==> config.mk <==
export PLATFORM = sky130hd
export DESIGN_NAME = stage_if
export DESIGN_NICKNAME = d
export VERILOG_FILES = /design/src/rtl/stage_if_pkg.sv /design/src/rtl/stage_if_holdbuf.sv /design/src/rtl/stage_if.sv
export SDC_FILE = /design/constraint.sdc
export NUM_CORES = 1
export LEC_CHECK = 0
export ABC_CLOCK_PERIOD_IN_PS = 3100
export BUFFER_PORTS_ARGS = -buffer_cell sky130_fd_sc_hd__buf_2
export CORE_MARGIN = 5
export CORE_UTILIZATION = 38
export CTS_CLUSTER_SIZE = 28
export DETAILED_ROUTE_END_ITERATION = 16
export GPL_TIMING_DRIVEN = 0
export PLACE_DENSITY_LB_ADDON = 0.12
export SLEW_MARGIN = 20
export SYNTH_ARGS = -nofsm -noshare
export SYNTH_HDL_FRONTEND = slang
export SYNTH_SLANG_ARGS = --single-unit
==> constraint.sdc <==
create_clock -name clk -period 3.1 [get_ports clk]
set_clock_uncertainty 0.2 [all_clocks]
set_input_delay 0.465 -clock clk [delete_from_list [all_inputs] [get_ports clk]]
set_output_delay 0.465 -clock clk [all_outputs]
set_load 0.01 [all_outputs]
==> src/rtl/stage_if_pkg.sv <==
// Shared instruction-fetch definitions: bus widths, bubble encoding,
// fetch-stage state encodings and a PC increment helper.
package stage_if_pkg;

    localparam int BUS_W    = 32;
    localparam int RVINST_W = 32;

    localparam logic [RVINST_W-1:0] RVX_NOP_INST = 32'h0000_0013;

    typedef enum logic [1:0] {
        IF_IDLE = 2'd0,
        IF_REQ  = 2'd1,
        IF_HOLD = 2'd2,
        IF_DROP = 2'd3
    } if_state_e;

    // Next sequential word address; wraps modulo 2^BUS_W.
    function automatic logic [BUS_W-1:0] pc_inc(
        input logic [BUS_W-1:0] pc
    );
        return pc + BUS_W'(4);
    endfunction

endpackage

==> src/rtl/stage_if_holdbuf.sv <==
// One-entry {inst,pc} skid buffer that parks a fetched word while
// decode is stalled. Clear wins over load.
module stage_if_holdbuf
    import stage_if_pkg::*;
(
    input  logic                clk,
    input  logic                rst,
    input  logic                load_i,
    input  logic                clr_i,
    input  logic [RVINST_W-1:0] inst_i,
    input  logic [BUS_W-1:0]    pc_i,
    output logic                valid_o,
    output logic [RVINST_W-1:0] inst_o,
    output logic [BUS_W-1:0]    pc_o
);

    logic                valid_q;
    logic [RVINST_W-1:0] inst_q;
    logic [BUS_W-1:0]    pc_q;

    // Capture a word on load, drop it on clear.
    always_ff @(posedge clk or negedge rst) begin
        if (!rst) begin
            valid_q <= 1'b0;
            inst_q  <= '0;
            pc_q    <= '0;
        end else if (clr_i) begin
            valid_q <= 1'b0;
        end else if (load_i) begin
            valid_q <= 1'b1;
            inst_q  <= inst_i;
            pc_q    <= pc_i;
        end
    end

    assign valid_o = valid_q;
    assign inst_o  = inst_q;
    assign pc_o    = pc_q;

endmodule

==> src/rtl/stage_if.sv <==
// Instruction-fetch stage: PC owner, imem req/ack master, decode feed.
// Optional: STAGE_IF_MISALIGN_CHK_EN adds misalign_out and misaligned-redirect park.
module stage_if
    import stage_if_pkg::*;
#(
    parameter logic [BUS_W-1:0]    RESET_PC = 32'h0000_0000,
    parameter logic [RVINST_W-1:0] NOP_INST = RVX_NOP_INST
) (
    input  logic                clk,
    input  logic                rst,
    input  logic                stall_in,
    input  logic                redirect_valid,
    input  logic [BUS_W-1:0]    redirect_pc,
    output logic                imem_req,
    output logic [BUS_W-1:0]    imem_addr,
    input  logic                imem_ack,
    input  logic [RVINST_W-1:0] imem_rdata,
    output logic [RVINST_W-1:0] inst_out,
    output logic [BUS_W-1:0]    pc_out
`ifdef STAGE_IF_MISALIGN_CHK_EN
    ,
    output logic                misalign_out
`endif
);

    if_state_e           state_q, state_d;
    logic [BUS_W-1:0]    pc_q, pc_d;
    logic [BUS_W-1:0]    shd_q, shd_d;
    logic [RVINST_W-1:0] inst_q, inst_d;
    logic [BUS_W-1:0]    pco_q, pco_d;

    logic                hb_load, hb_clr, hb_valid;
    logic [RVINST_W-1:0] hb_inst;
    logic [BUS_W-1:0]    hb_pc;

    logic [BUS_W-1:0]    tgt;
    logic                tgt_mis;
    logic                mis_q;

`ifdef STAGE_IF_MISALIGN_CHK_EN
    assign tgt     = redirect_pc;
    assign tgt_mis = |redirect_pc[1:0];

    // Misalign flag follows the most recent accepted redirect.
    always_ff @(posedge clk or negedge rst) begin
        if (!rst) begin
            mis_q <= 1'b0;
        end else if (redirect_valid) begin
            mis_q <= tgt_mis;
        end
    end

    assign misalign_out = mis_q;
`else
    assign tgt     = redirect_pc & ~BUS_W'(3);
    assign tgt_mis = 1'b0;
    assign mis_q   = 1'b0;
`endif

    stage_if_holdbuf u_holdbuf (
        .clk     (clk),
        .rst     (rst),
        .load_i  (hb_load),
        .clr_i   (hb_clr),
        .inst_i  (imem_rdata),
        .pc_i    (pc_q),
        .valid_o (hb_valid),
        .inst_o  (hb_inst),
        .pc_o    (hb_pc)
    );

    assign imem_req  = (state_q == IF_REQ) || (state_q == IF_DROP);
    assign imem_addr = pc_q;
    assign inst_out  = inst_q;
    assign pc_out    = pco_q;

    // State, PC, shadow target and decode-facing output registers.
    always_ff @(posedge clk or negedge rst) begin
        if (!rst) begin
            state_q <= IF_IDLE;
            pc_q    <= RESET_PC;
            shd_q   <= '0;
            inst_q  <= NOP_INST;
            pco_q   <= '0;
        end else begin
            state_q <= state_d;
            pc_q    <= pc_d;
            shd_q   <= shd_d;
            inst_q  <= inst_d;
            pco_q   <= pco_d;
        end
    end

    // Next-state: redirect first, then per-state fetch/hold/drain handling.
    always_comb begin
        state_d = state_q;
        pc_d    = pc_q;
        shd_d   = shd_q;
        inst_d  = inst_q;
        pco_d   = pco_q;
        hb_load = 1'b0;
        hb_clr  = 1'b0;
        if (redirect_valid) begin
            hb_clr = 1'b1;
            if (!stall_in) begin
                inst_d = NOP_INST;
                pco_d  = tgt;
            end
            if (imem_req && !imem_ack) begin
                shd_d   = tgt;
                state_d = IF_DROP;
            end else begin
                pc_d    = tgt;
                state_d = tgt_mis ? IF_IDLE : IF_REQ;
            end
        end else begin
            unique case (state_q)
                IF_IDLE: begin
                    if (!mis_q) state_d = IF_REQ;
                end
                IF_REQ: begin
                    if (imem_ack) begin
                        pc_d = pc_inc(pc_q);
                        if (stall_in) begin
                            hb_load = 1'b1;
                            state_d = IF_HOLD;
                        end else begin
                            inst_d = imem_rdata;
                            pco_d  = pc_q;
                        end
                    end else if (!stall_in) begin
                        inst_d = NOP_INST;
                        pco_d  = pc_q;
                    end
                end
                IF_HOLD: begin
                    if (!stall_in && hb_valid) begin
                        inst_d  = hb_inst;
                        pco_d   = hb_pc;
                        hb_clr  = 1'b1;
                        state_d = IF_REQ;
                    end
                end
                IF_DROP: begin
                    if (!stall_in) inst_d = NOP_INST;
                    if (imem_ack) begin
                        pc_d    = shd_q;
                        state_d = mis_q ? IF_IDLE : IF_REQ;
                    end
                end
                default: state_d = IF_IDLE;
            endcase
        end
    end

endmodule

=== Word level (Yosys, flattened, before mapping) ===
Cells that the tools add are included.

* Input bits: 69
* Output and inout bits: 97
* Bits in registers: 193
* Logic and storage cells: 69

* Mux-type cells: 32
* Bitwise operators: 1
* Reductions and logical operators: 16
* Eq/ne operators: 11
* Add/sub/neg operators: 1

{| class="wikitable"
|+ Operator list
! kind !! number
|-
| $mux W32 || 13
|-
| $pmux W32 S2 || 2
|-
| $pmux W32 S3 || 1
|-
| $add A32 B3 Y32 const B || 1
|-
| $mux W2 || 6
|-
| $ne A3 B3 Y1 const B || 4
|-
| $reduce_and A4 Y1 || 3
|-
| $mux W1 || 9
|-
| $pmux W2 S4 || 1
|-
| $ne A2 B2 Y1 const B || 3
|-
| $reduce_bool A3 Y1 || 2
|-
| $eq A2 B2 Y1 const B || 2
|-
| $ne A4 B4 Y1 const B || 1
|-
| $reduce_and A2 Y1 || 2
|-
| $reduce_bool A4 Y1 || 1
|-
| $reduce_and A3 Y1 || 1
|-
| $eq A2 B1 Y1 const B || 1
|-
| $logic_and A1 B1 Y1 || 2
|-
| $logic_not A1 Y1 || 2
|-
| $logic_not A2 Y1 || 1
|-
| $reduce_bool A2 Y1 || 1
|-
| $logic_or A1 B1 Y1 || 1
|-
| $not A1 Y1 || 1
|}

=== Depth between registers and ports, before layout ===
Gate-level depths: netlist of run 1.

* Depth after elaboration: 7
* Gate-level depth with buffers: 9
* Mapped depth without buffers: 6

=== Hierarchy ===
From an unflattened synthesis of run 1, not the netlist that was laid out.

* Cells, all modules: 878
* Area, all modules: 9460.3 um^2

{| class="wikitable"
|+ By module, submodules not included
! module !! cells each !! sequential area each (um^2) !! instances !! area an instance (um^2)
|-
| stage_if || 739 || 3156.8 || 1 || 6726.5
|-
| stage_if_holdbuf || 139 || 1626.6 || 1 || 2733.9
|}

=== Worst setup path before layout of run 1 ===
No wires, ideal clock.

* Path type: register -> register
* Start point: register pc_q[8], in the netlist imem_addr[8]
* End point: register pc_q[27], in the netlist imem_addr[27]
* Path slack: 1145 ps
* Cell stages (with the launch flop): 7
* Buffers on the path: 1
* Period minus slack after synthesis: 1955 ps
* Data arrival time: 1633 ps
* Library setup time: 122 ps
* Required time: 2778 ps
* Cells stage by stage: dfrtp_1 > buf_4 > nand3_1 > or4_4 > nor3_2 > o21ai_0 > o2bb2ai_1

* Cells in the longest elaborated chain, start to end: 4

{| class="wikitable"
|+ Ends and longest elaborated chain
! what !! line !! text
|-
| from (decl) || stage_if.sv:27 || <nowiki>logic [BUS_W-1:0] pc_q, pc_d;</nowiki>
|-
| from (signal assigned) || stage_if.sv:87 || <nowiki>pc_q <= pc_d;</nowiki>
|-
| $add A32 B3 Y32 || stage_if_pkg.sv:21 || <nowiki>return pc + BUS_W'(4);</nowiki>
|-
| $mux W32 || stage_if.sv:122 || <nowiki>if (imem_ack) begin</nowiki>
|-
| $pmux W32 S2 || stage_if.sv:117 || <nowiki>unique case (state_q)</nowiki>
|-
| $mux W32 || stage_if.sv:103 || <nowiki>if (redirect_valid) begin</nowiki>
|}

No other way between the ends. The select of a mux whose other input is x is not followed.
A chain may end at the register's enable or synchronous reset.

=== Final worst setup path of run 1 ===
* Start point: register state_q[1]
* End point: register pc_q[12], in the netlist imem_addr[12]

* Cells in the longest elaborated chain, start to end: 5
* Elaborated cells on any way between the ends: 11
* Classes of those cells: 5 x eq/ne; 2 x mux; 4 x reduce/logical

{| class="wikitable"
|+ Ends and longest elaborated chain
! what !! line !! text
|-
| from (decl) || stage_if.sv:26 || <nowiki>if_state_e state_q, state_d;</nowiki>
|-
| from (signal assigned) || stage_if.sv:86 || <nowiki>state_q <= state_d;</nowiki>
|-
| $eq A2 B1 Y1 / $eq A2 B2 Y1 (equally long branches) || stage_if.sv:72, stage_if.sv:117 ||
|-
| $logic_or A1 B1 Y1 || stage_if.sv:72 || <nowiki>assign imem_req = (state_q == IF_REQ) || (state_q == IF_DROP);</nowiki>
|-
| $logic_and A1 B1 Y1 || stage_if.sv:109 || <nowiki>if (imem_req && !imem_ack) begin</nowiki>
|-
| $ne A2 B2 Y1 (no line) || -- ||
|-
| $reduce_and A4 Y1 (no line) || -- ||
|}

Parallel ways exist; a longest one is shown, timed or not.

==> out/metrics.yaml, run 1 <==
pin_count: 166
nets: 1118
period_share_pct: 82.5
p_leak_uw: 0.00492
critPathCaptureType: "flop"
dp_slack_ns: 0.436
grt_pass1_wl_um: 43600
die_width_um: 165
p_int_uw: 4990
cts_buffer_depth: 2
cts_num_sinks: 188
worst_pin_slew_ns: 0.811
clkTransAtPathRegs_ns: 0.08
hold_slack_ns: 0.0671
drtPass1Iterations: 5
detail_route.iter0.violations: 643
synth_cell_types: 66
routedWlPerCell_um: 20.4
port_buffers: 161
power_uw: 7410
crit_path_start_kind: "flop"
grt_overflow: 0
die_height_um: 165
synth_seq_area_share_pct: 51.5
track_usage_pct: 20.9
fmaxAchievable_mhz: 391
drt_wl_total_um: 28200
ys.flop_type: "dfrtp_1"
crit_type: "flop to flop"
synth-async-reset-ratio_pct: 100
grt_max_degree: 75
hold_path_class: "input port to flop"
r2r_setup_slack_ns: 0.54
hold_violations: 0
swShare_pct: 32.6
final_max_slew_viol_count: 0
reg2reg_depth: 6
dieArea_sq_um: 27200
p_per_area_nw_per_um2: 671
status: "finished clean"
place.detailed.hpwl_um: 20000
pwr-share-seq_pct: 46.1
syn-instance-count: 864
clk_latency_ns: 0.44
rows: 56
combPwrFrac_pct: 22.8
ys_warn_count: 0
synth.top_cell.area_share_pct: 50.7
max_slew_margin_pct: 45.9
cts_tree: "yes"
numCtsBuffers: 17
min_from: "redirect_pc[16]"
areaGrowthSynthToFinish_pct: 20.8
pwr-share-clk_pct: 31.1
rsz0062_at_grt: "no"
worst_ep_required_time_ns: 3.23
antenna_found_initial: 2
antenna_left: 0
grt_pass1_vias: 7486
root_buffer: "clkbuf_16"
layout-drive-gt1-share_pct: 33.5
gp_congestion: 0.888
worst-endpoint-arrival_ns: 2.69
finalSetupViolations: 0
postLayoutCoreUtil_pct: 46.9
synth_area_leaders: "dfrtp_1 (51%), mux2_2 (13%), o21ai_0 (5.6%), nand2_1 (4.2%), a22oi_1 (2.8%)"
crit_fanout: 10
vias: 7449
synth_common_cells: "dfrtp_1 (185), mux2_2 (106), o21ai_0 (103)"
drc: 0
htreeDepth: 4
synth.most_common_cell: "dfrtp_1"
yosys.area.top_type: "dfrtp_1"
synth_edf_count: 0
period_minus_slack_ns: 2.56
ys_ff_latch: 188
drt-vias-per-instance: 5.39
timing.rr.start: "state_q[1]$_DFFE_PN0P_"
maxCapViolCount: 0
switchingPower_uw: 2410
start_util_pct: 38.8
setup_ws_ns: 0.544
core_sq_um: 23500
avgSynthCellArea_sq_um: 10.6
syn_area_sq_um: 9130
min_path_cells: 2
min_to: "shd_q[16]$_DFFE_PN0P_"
reg2reg_to: "imem_addr[12]$_DFFE_PN0P_"
peakVddDrop_uv: 348
cell type report:
| class | instances | area (sq um) |
|---|---|---|
| clock inverter | 15 | 188 |
| fill | 2316 | 12500 |
| timing repair buffer | 164 | 881 |
| buffer | 67 | 364 |
| sequential | 188 | 4710 |
| inverter | 9 | 33.8 |
| clock buffer | 17 | 425 |
| tap | 319 | 399 |
| multi-input combinational | 601 | 4030 |
| antenna | 2 | 5.00 |
routing by layer:
layer	track usage (%)	routed length, um	vias up
li1	-	-	3483
met1	28.9	12800	3688
met2	32.8	12900	243
met3	4.72	1870	35
met4	6.09	647	0
met5	0	0	-
kinds of logic after synthesis:
group | share of synthesized area (%)
AOI/OAI and AO/OA | 15.6
xor gates and xnor gates | 0.480
adders and majority gates | 0.137
buffers and inverters | 4.36
DFF | 51.5
muxes | 16.2
other | 0.0411
and+or+nand+nor | 11.6
critical path: stages (launching register included):
cell and delay (ns):
dfrtp_1 0.47, and2_1 0.19, buf_2 0.22, nor2_1 0.63
nand3_1 0.25, o211a_1 0.27, o21ai_0 0.22
power by group through the flow:
stage                     combinational (uW)  clock, uW  sequential [uW]
after floorplan                          976          0             3460
after global placement                  1670          0             3440
after detailed placement                1710          0             3460
after CTS                               1720       2360             3410
after global routing                    1870       2460             3490
final                                   1690       2300             3410
flip-flops by register name, indices dropped and copies added, names as in the netlist:
| signal | flops |
|---|---|
| u_holdbuf.pc_o | 30 |
| shd_q | 30 |
| inst_out | 32 |
| u_holdbuf.inst_o | 32 |
| state_q | 2 |
| pc_out | 31 |
| u_holdbuf.valid_o | 1 |
| imem_addr | 30 |
worst max-delay path by stage:
stage / depth (start not counted) / to / start / slack (ns)
floorplan: 6 / imem_addr[27]$_DFFE_PN0P_ / imem_addr[8]$_DFFE_PN0P_ / 1.15
global placement: 1 / pc_out[8]$_DFFE_PN0P_ / rst / -2.01
detailed placement: 6 / pc_out[11]$_DFFE_PN0P_ / redirect_valid / 0.44
CTS: 6 / imem_addr[12]$_DFFE_PN0P_ / state_q[1]$_DFFE_PN0P_ / 0.57
global route: 5 / imem_addr[26]$_DFFE_PN0P_ / state_q[0]$_DFFE_PN0P_ / 0.45
finish: 6 / imem_addr[12]$_DFFE_PN0P_ / state_q[1]$_DFFE_PN0P_ / 0.54
what timing repair did:
item / 4_1_cts / 5_1_grt
resized for setup: 0 / 0
hold buffers: 1 / 0
setup buffers: 0 / 0
endpoints found under the hold margin: 53 / 0
cell usage in the layout, fill, tap and decap left out, types with 5 or more instances in the layout:
| cell type | instances |
|---|---|
| a21oi_1 | 43 |
| a22oi_1 | 34 |
| a31oi_1 | 9 |
| and3_1 | 9 |
| buf_2 | 178 |
| buf_4 | 12 |
| clkbuf_1 | 28 |
| clkbuf_16 | 17 |
| dfrtp_1 | 185 |
| inv_1 | 9 |
| inv_6 | 5 |
| inv_8 | 5 |
| mux2_1 | 5 |
| mux2_2 | 106 |
| mux2i_1 | 22 |
| nand2_1 | 102 |
| nand3_1 | 19 |
| nand4_1 | 11 |
| nor2_1 | 47 |
| nor2b_1 | 5 |
| o21ai_0 | 103 |
| o22ai_1 | 9 |
| o31ai_1 | 5 |
per-stage QoR:
stage,std cells,area [sq um],setup TNS [ns]
4_1_cts,1380,11000,0
5_1_grt,1382,11000,0
2_1_floorplan,865,9140,0
3_5_place_dp,1347,10400,0
6_report,1382,11000,0
3_3_place_gp,1345,10300,-370.17
Power figures use the tool's default switching activity.
==> run 2, diff against run 1 <==
--- a/config.mk
+++ b/config.mk
@@ -5,7 +5,7 @@
 export SDC_FILE = /design/constraint.sdc
 export NUM_CORES = 1
 export LEC_CHECK = 0
-export ABC_CLOCK_PERIOD_IN_PS = 3100
+export ABC_CLOCK_PERIOD_IN_PS = 2200
 export BUFFER_PORTS_ARGS = -buffer_cell sky130_fd_sc_hd__buf_2
 export CORE_MARGIN = 5
 export CORE_UTILIZATION = 38
==> constraint.sdc (replaced) <==
create_clock -name clk -period 2.2 [get_ports clk]
set_clock_uncertainty 0.2 [all_clocks]
set_input_delay 0.33 -clock clk [delete_from_list [all_inputs] [get_ports clk]]
set_output_delay 0.33 -clock clk [all_outputs]
set_load 0.01 [all_outputs]
==> run 2 against run 1 <==
Critical endpoint is now imem_addr[14]$_DFFE_PN0P_. Maximum frequency up 21%. Sequential cell count unchanged. Power up 43%.
==> out/metrics.yaml, run 2 (synthesized netlist as in run 1, its figures left out) <==
fmaxAchievable_mhz: 473  # +21%
cts_num_sinks: 188  # unchanged
post-place-cells: 1347  # unchanged
peakVddDrop_uv: 492  # +41%
start_util_pct: 38.8  # unchanged
clkTransAtPathRegs_ns: 0.08  # about the same
n_antenna_cell: 0  # -2
detail_route.iter0.violations: 642  # -0.16%
grt_max_degree: 75  # unchanged
crit_path_start_kind: "flop"
p_leak_uw: 0.00529  # +7.4%
htreeDepth: 4  # unchanged
root_buffer: "clkbuf_16"
final_cells: 1454  # +5.2%
layout-drive-gt1-share_pct: 34.1  # +0.64 points
drc: 0  # unchanged
core_sq_um: 23500  # unchanged
min_path_cells: 4  # +2
cts_tree: "yes"
worst_path_max_delay_cell: "clkbuf_1"
fin_area_sq_um: 11900  # +7.7%
period_share_pct: 96.1  # +14 points
finalSetupViolations: 0  # unchanged
port_buffers: 161  # unchanged
dieArea_sq_um: 27200  # unchanged
grt_pass1_wl_um: 44600  # +2.3%
nets: 1192  # +6.6%
cp_top_family: "buffers and inverters"
cp_num_buf_inv: 2  # +1
period_minus_slack_ns: 2.12  # -0.441 ns
grt_overflow: 0  # unchanged
antenna_left: 0  # unchanged
crit_type: "flop to flop"
placed_area_sq_um: 10400  # unchanged
final_max_slew_viol_count: 0  # unchanged
path_depth: 6  # unchanged
grt_pass1_vias: 7774  # +3.8%
routedWlPerCell_um: 19.7  # -3.5%
drtPass1Iterations: 7  # +2
p_per_area_nw_per_um2: 891  # +33%
die_height_um: 165  # unchanged
critPathMaxStageDelay_ns: 0.54  # -0.09 ns
die_width_um: 165  # unchanged
cts_buffer_depth: 2  # unchanged
track_usage_pct: 21.2  # +0.38 points
max_slew_margin_pct: 55.6  # +9.7 points
pin_count: 166  # unchanged
setup_total_negative_slack_ns: 0  # unchanged
reg2reg_depth: 6  # unchanged
status: "finished clean"
hold_path_class: "input port to flop"
layout_common_cells: "dfrtp_1 (182), buf_2 (169), mux2_2 (106)"
areaGrowthSynthToFinish_pct: 30.1
hold_violations: 0  # unchanged
crit_fanout: 10  # unchanged
dp_slack_ns: -0.329  # -0.765 ns
numCtsBuffers: 17  # unchanged
antenna_found_initial: 0  # -2
drt_wl_total_um: 28600  # +1.6%
critPathCaptureType: "flop"
fillCellCount: 2238  # -3.4%
rows: 56  # unchanged
vias: 7751  # +4.1%
gp_congestion: 0.888  # unchanged
worstPathCellList: "buf_2, nand2_1, clkbuf_1, o211ai_1, a21oi_1, a41oi_1"
final_common_cell: "dfrtp_1"
worst_pin_slew_ns: 0.666  # -0.145 ns
place.detailed.hpwl_um: 20000  # unchanged
setup_ws_ns: 0.0847  # -0.459 ns
worst-endpoint-arrival_ns: 2.21  # -0.48 ns
worst_ep_required_time_ns: 2.30  # -0.93 ns
rsz0062_at_grt: "yes"
drt-vias-per-instance: 5.33  # -1.1%
clk_latency_ns: 0.44  # about the same
maxCapViolCount: 0  # unchanged
run 2: changes by cell type in the layout (fill, tap and decap cells not counted), sizes merged:
cell / previous run / this run
buf: 196 / 203
clkbuf: 51 / 55
diode: 2 / 0
dlygate4sd3: 1 / 64
run 2: cell type report:
| class | instances | area [sq um] | area share, % |
|---|---|---|---|
| flip-flops and latches | 188 | 4710 | 39.7 |
| multi-input cells | 601 | 4080 | 34.3 |
| repair buffers | 238 | 1610 | 13.5 |
| plain buffers | 67 | 437 | 3.68 |
| clock buffers | 17 | 425 | 3.58 |
| well taps | 319 | 399 | 3.36 |
| clock inverters | 15 | 188 | 1.58 |
| inverters | 9 | 33.8 | 0.284 |
run 2: metrics by stage:
stage,power (uW),utilization [%],hold slack (ns)
6_report,10600,50.5,0.137
3_5_place_dp,7280,44.2,0.0872
5_1_grt,11200,50.5,0.141
4_1_cts,10700,49.9,0.117
2_1_floorplan,6260,-,-0.166
3_3_place_gp,7200,43.9,0.256
run 2: worst min-delay path, cell delays in order:
cell and delay [ns]:
buf_2 0.12, inv_1 0.08, o21ai_0 0.09, nand2_1 0.10
run 2: final timing paths:
| check | start | endpoint | slack [ns] |
|---|---|---|---|
| max | state_q[0]$_DFFE_PN0P_ | imem_addr[14]$_DFFE_PN0P_ | 0.08 |
| min | stall_in | state_q[0]$_DFFE_PN0P_ | 0.14 |
| max reg2reg | state_q[0]$_DFFE_PN0P_ | imem_addr[14]$_DFFE_PN0P_ | 0.08 |
| min reg2reg | inst_out[25]$_DFFE_PN0P_ | inst_out[25]$_DFFE_PN0P_ | 0.28 |
| max in group asynchronous | rst | imem_addr[6]$_DFFE_PN0P_ | 0.84 |
| min in group asynchronous | rst | inst_out[29]$_DFFE_PN0P_ | 0.20 |
run 2: metal layers:
layer	global-route usage (%)	share of wire [%]
met2	33.9	46
met3	4.32	6.1
met1	29.4	46
met4	5.75	1.7
met5	0	0
run 2: report_power, final:
part | leakage, uW | switching (uW) | internal, uW
Sequential | 0.00230 | 547 | 4270
Clock | 0.000302 | 1590 | 1660
Combinational | 0.00268 | 1300 | 1220
Total | 0.00529 | 3440 | 7150
run 2: timing repair:
action	in CTS	in global routing
resized for setup	16	36
pin swaps	1	3
cloned	0	0
hold endpoints to repair	141	0
setup endpoints to repair	146	155
hold buffers	64	0
buffers inserted	3	8
==> run 3, diff against run 2 <==
--- a/config.mk
+++ b/config.mk
@@ -8,7 +8,7 @@
 export ABC_CLOCK_PERIOD_IN_PS = 2200
 export BUFFER_PORTS_ARGS = -buffer_cell sky130_fd_sc_hd__buf_2
 export CORE_MARGIN = 5
-export CORE_UTILIZATION = 38
+export CORE_UTILIZATION = 35
 export CTS_CLUSTER_SIZE = 28
 export DETAILED_ROUTE_END_ITERATION = 16
 export GPL_TIMING_DRIVEN = 0
==> run 3 against run 2 <==
Maximum frequency increased by 0.26%. Die area increased by 8.0%. Global-route usage decreased by 0.81 points. Sequential power about the same. Setup slack improved by 0.0054 ns. Hold slack got worse by 0.0078 ns. Register-to-register slack about the same. Highest routed layer unchanged.
==> out/metrics.yaml, run 3 (synthesized netlist as in run 1, its figures left out) <==
worst_ep_required_time_ns: 2.33  # +0.03 ns
min_to: "state_q[0]$_DFFE_PN0P_"
grt_pass1_vias: 7730  # -0.57%
peakVddDrop_uv: 442  # -10%
reg2reg_depth: 5  # -1
grt_pass1_wl_um: 45800  # +2.9%
layout_common_cells: "dfrtp_1 (184), buf_2 (170), mux2_2 (106)"
crit_fanout: 10  # unchanged
reg2reg_to: "shd_q[30]$_DFFE_PN0P_"
p_per_area_nw_per_um2: 901  # +1.1%
drt_wl_total_um: 29900  # +4.6%
setup_total_negative_slack_ns: 0  # unchanged
status: "finished clean"
clkTransAtPathRegs_ns: 0.08  # about the same
grt_overflow: 0  # unchanged
areaGrowthSynthToFinish_pct: 30.6
cts_buffer_depth: 2  # unchanged
worst_pin_slew_ns: 0.739  # +0.0732 ns
worst-endpoint-arrival_ns: 2.24  # +0.03 ns
routedWlPerCell_um: 20.4  # +3.6%
period_minus_slack_ns: 2.11  # -0.00541 ns
min_path_cells: 4  # unchanged
cp_top_family: "buffers and inverters"
numCtsBuffers: 17  # unchanged
fmaxAchievable_mhz: 474  # +0.26%
gp_congestion: 0.850  # -4.2%
track_usage_pct: 20.4  # -0.81 points
layout-drive-gt1-share_pct: 34.2  # +0.15 points
drtPass1Iterations: 5  # -2
p_leak_uw: 0.00531  # +0.41%
clk_latency_ns: 0.45  # about the same
rows: 59  # +5.4%
r2r_setup_slack_ns: 0.09  # about the same
antenna_left: 0  # unchanged
die_width_um: 172  # +3.9%
setup_ws_ns: 0.0902  # +0.00541 ns
timing.rr.start: "state_q[0]$_DFFE_PN0P_"
dp_slack_ns: -0.381  # -0.0523 ns
postLayoutCoreUtil_pct: 46.0  # -4.4 points
vias: 7732  # -0.25%
die_height_um: 172  # +3.9%
final_common_cell: "dfrtp_1"
core_sq_um: 25900  # +10%
n_antenna_cell: 0  # unchanged
antenna_found_initial: 0  # unchanged
critPathCaptureType: "flop"
finalSetupViolations: 0  # unchanged
power_uw: 10700  # +1.5%
root_buffer: "clkbuf_16"
worst_path_max_delay_cell: "or3_1"
path_depth: 5  # -1
hold_violations: 0  # unchanged
cp_num_buf_inv: 3  # +1
min_from: "stall_in"
maxCapViolCount: 0  # unchanged
period_share_pct: 95.9  # -0.25 points
worstPathCellList: "buf_2, inv_1, or3_1, clkbuf_2, mux2_2"
crit_type: "flop to flop"
drc: 0  # unchanged
drt-vias-per-instance: 5.27  # -1.2%
max_slew_margin_pct: 50.7  # -4.9 points
hold_path_class: "input port to flop"
detail_route.iter0.violations: 549  # -14%
cts_num_sinks: 188  # unchanged
place.detailed.hpwl_um: 20400  # +1.9%
grt_max_degree: 72  # -4.0%
dieArea_sq_um: 29400  # +8.0%
htreeDepth: 4  # unchanged
nets: 1190  # -0.17%
cts_tree: "yes"
port_buffers: 161  # unchanged
final_max_slew_viol_count: 0  # unchanged
pin_count: 166  # unchanged
rsz0062_at_grt: "yes"
crit_path_start_kind: "flop"
start_util_pct: 35.3  # -3.5 points
critPathMaxStageDelay_ns: 0.40  # -0.14 ns
hold_slack_ns: 0.130  # -0.00779 ns
## run 3: worst register-to-register path: stages (launching register included)
cell	delay (ns)
dfrtp_1	0.38
buf_2	0.26
inv_1	0.12
or3_1	0.40
clkbuf_2	0.29
mux2_2	0.35
## run 3: per-stage QoR
step | area [sq um] | std cells
floorplan | 9140 | 865
finish | 11900 | 1468
global route | 11900 | 1468
CTS | 11800 | 1461
detailed placement | 10400 | 1363
global placement | 10400 | 1361
## run 3: power breakdown
part	total, uW	leakage [uW]	switching (uW)	internal, uW
sequential	4820	0.00230	556	4260
combinational	2540	0.00269	1320	1220
clock	3390	0.000310	1710	1680
total	10700	0.00531	3580	7160
## run 3: final cells by class
class | count | area [sq um]
Clock inverter | 15 | 223
Multi-Input combinational cell | 601 | 4090
Fill cell | 2474 | 14000
Clock buffer | 17 | 425
Timing Repair Buffer | 236 | 1580
Inverter | 9 | 33.8
Sequential cell | 188 | 4710
Tap cell | 335 | 419
Buffer | 67 | 445
## run 3: worst max path at each step
stage,end,start
6_report,shd_q[30]$_DFFE_PN0P_,state_q[0]$_DFFE_PN0P_
5_1_grt,state_q[1]$_DFFE_PN0P_,state_q[0]$_DFFE_PN0P_
3_3_place_gp,u_holdbuf.pc_o[4]$_DFFE_PN0P_,rst
3_5_place_dp,pc_out[30]$_DFFE_PN0P_,redirect_valid
4_1_cts,imem_addr[26]$_DFFE_PN0P_,imem_addr[3]$_DFFE_PN0P_
2_1_floorplan,imem_addr[27]$_DFFE_PN0P_,imem_addr[8]$_DFFE_PN0P_
## run 3: timing repair
item,in CTS,in global routing
hold buffers,64,0
pin swaps,1,2
buffers inserted,2,7
hold endpoints to repair,154,0
endpoints found under the setup margin,148,156
resized for setup,13,47
gates cloned,0,0
## run 3: metal layers
layer	track usage, %	part of all wire, %
met5	0	0
met4	4.68	1.4
met3	3.19	4.9
met2	33.5	48
met1	28.6	46
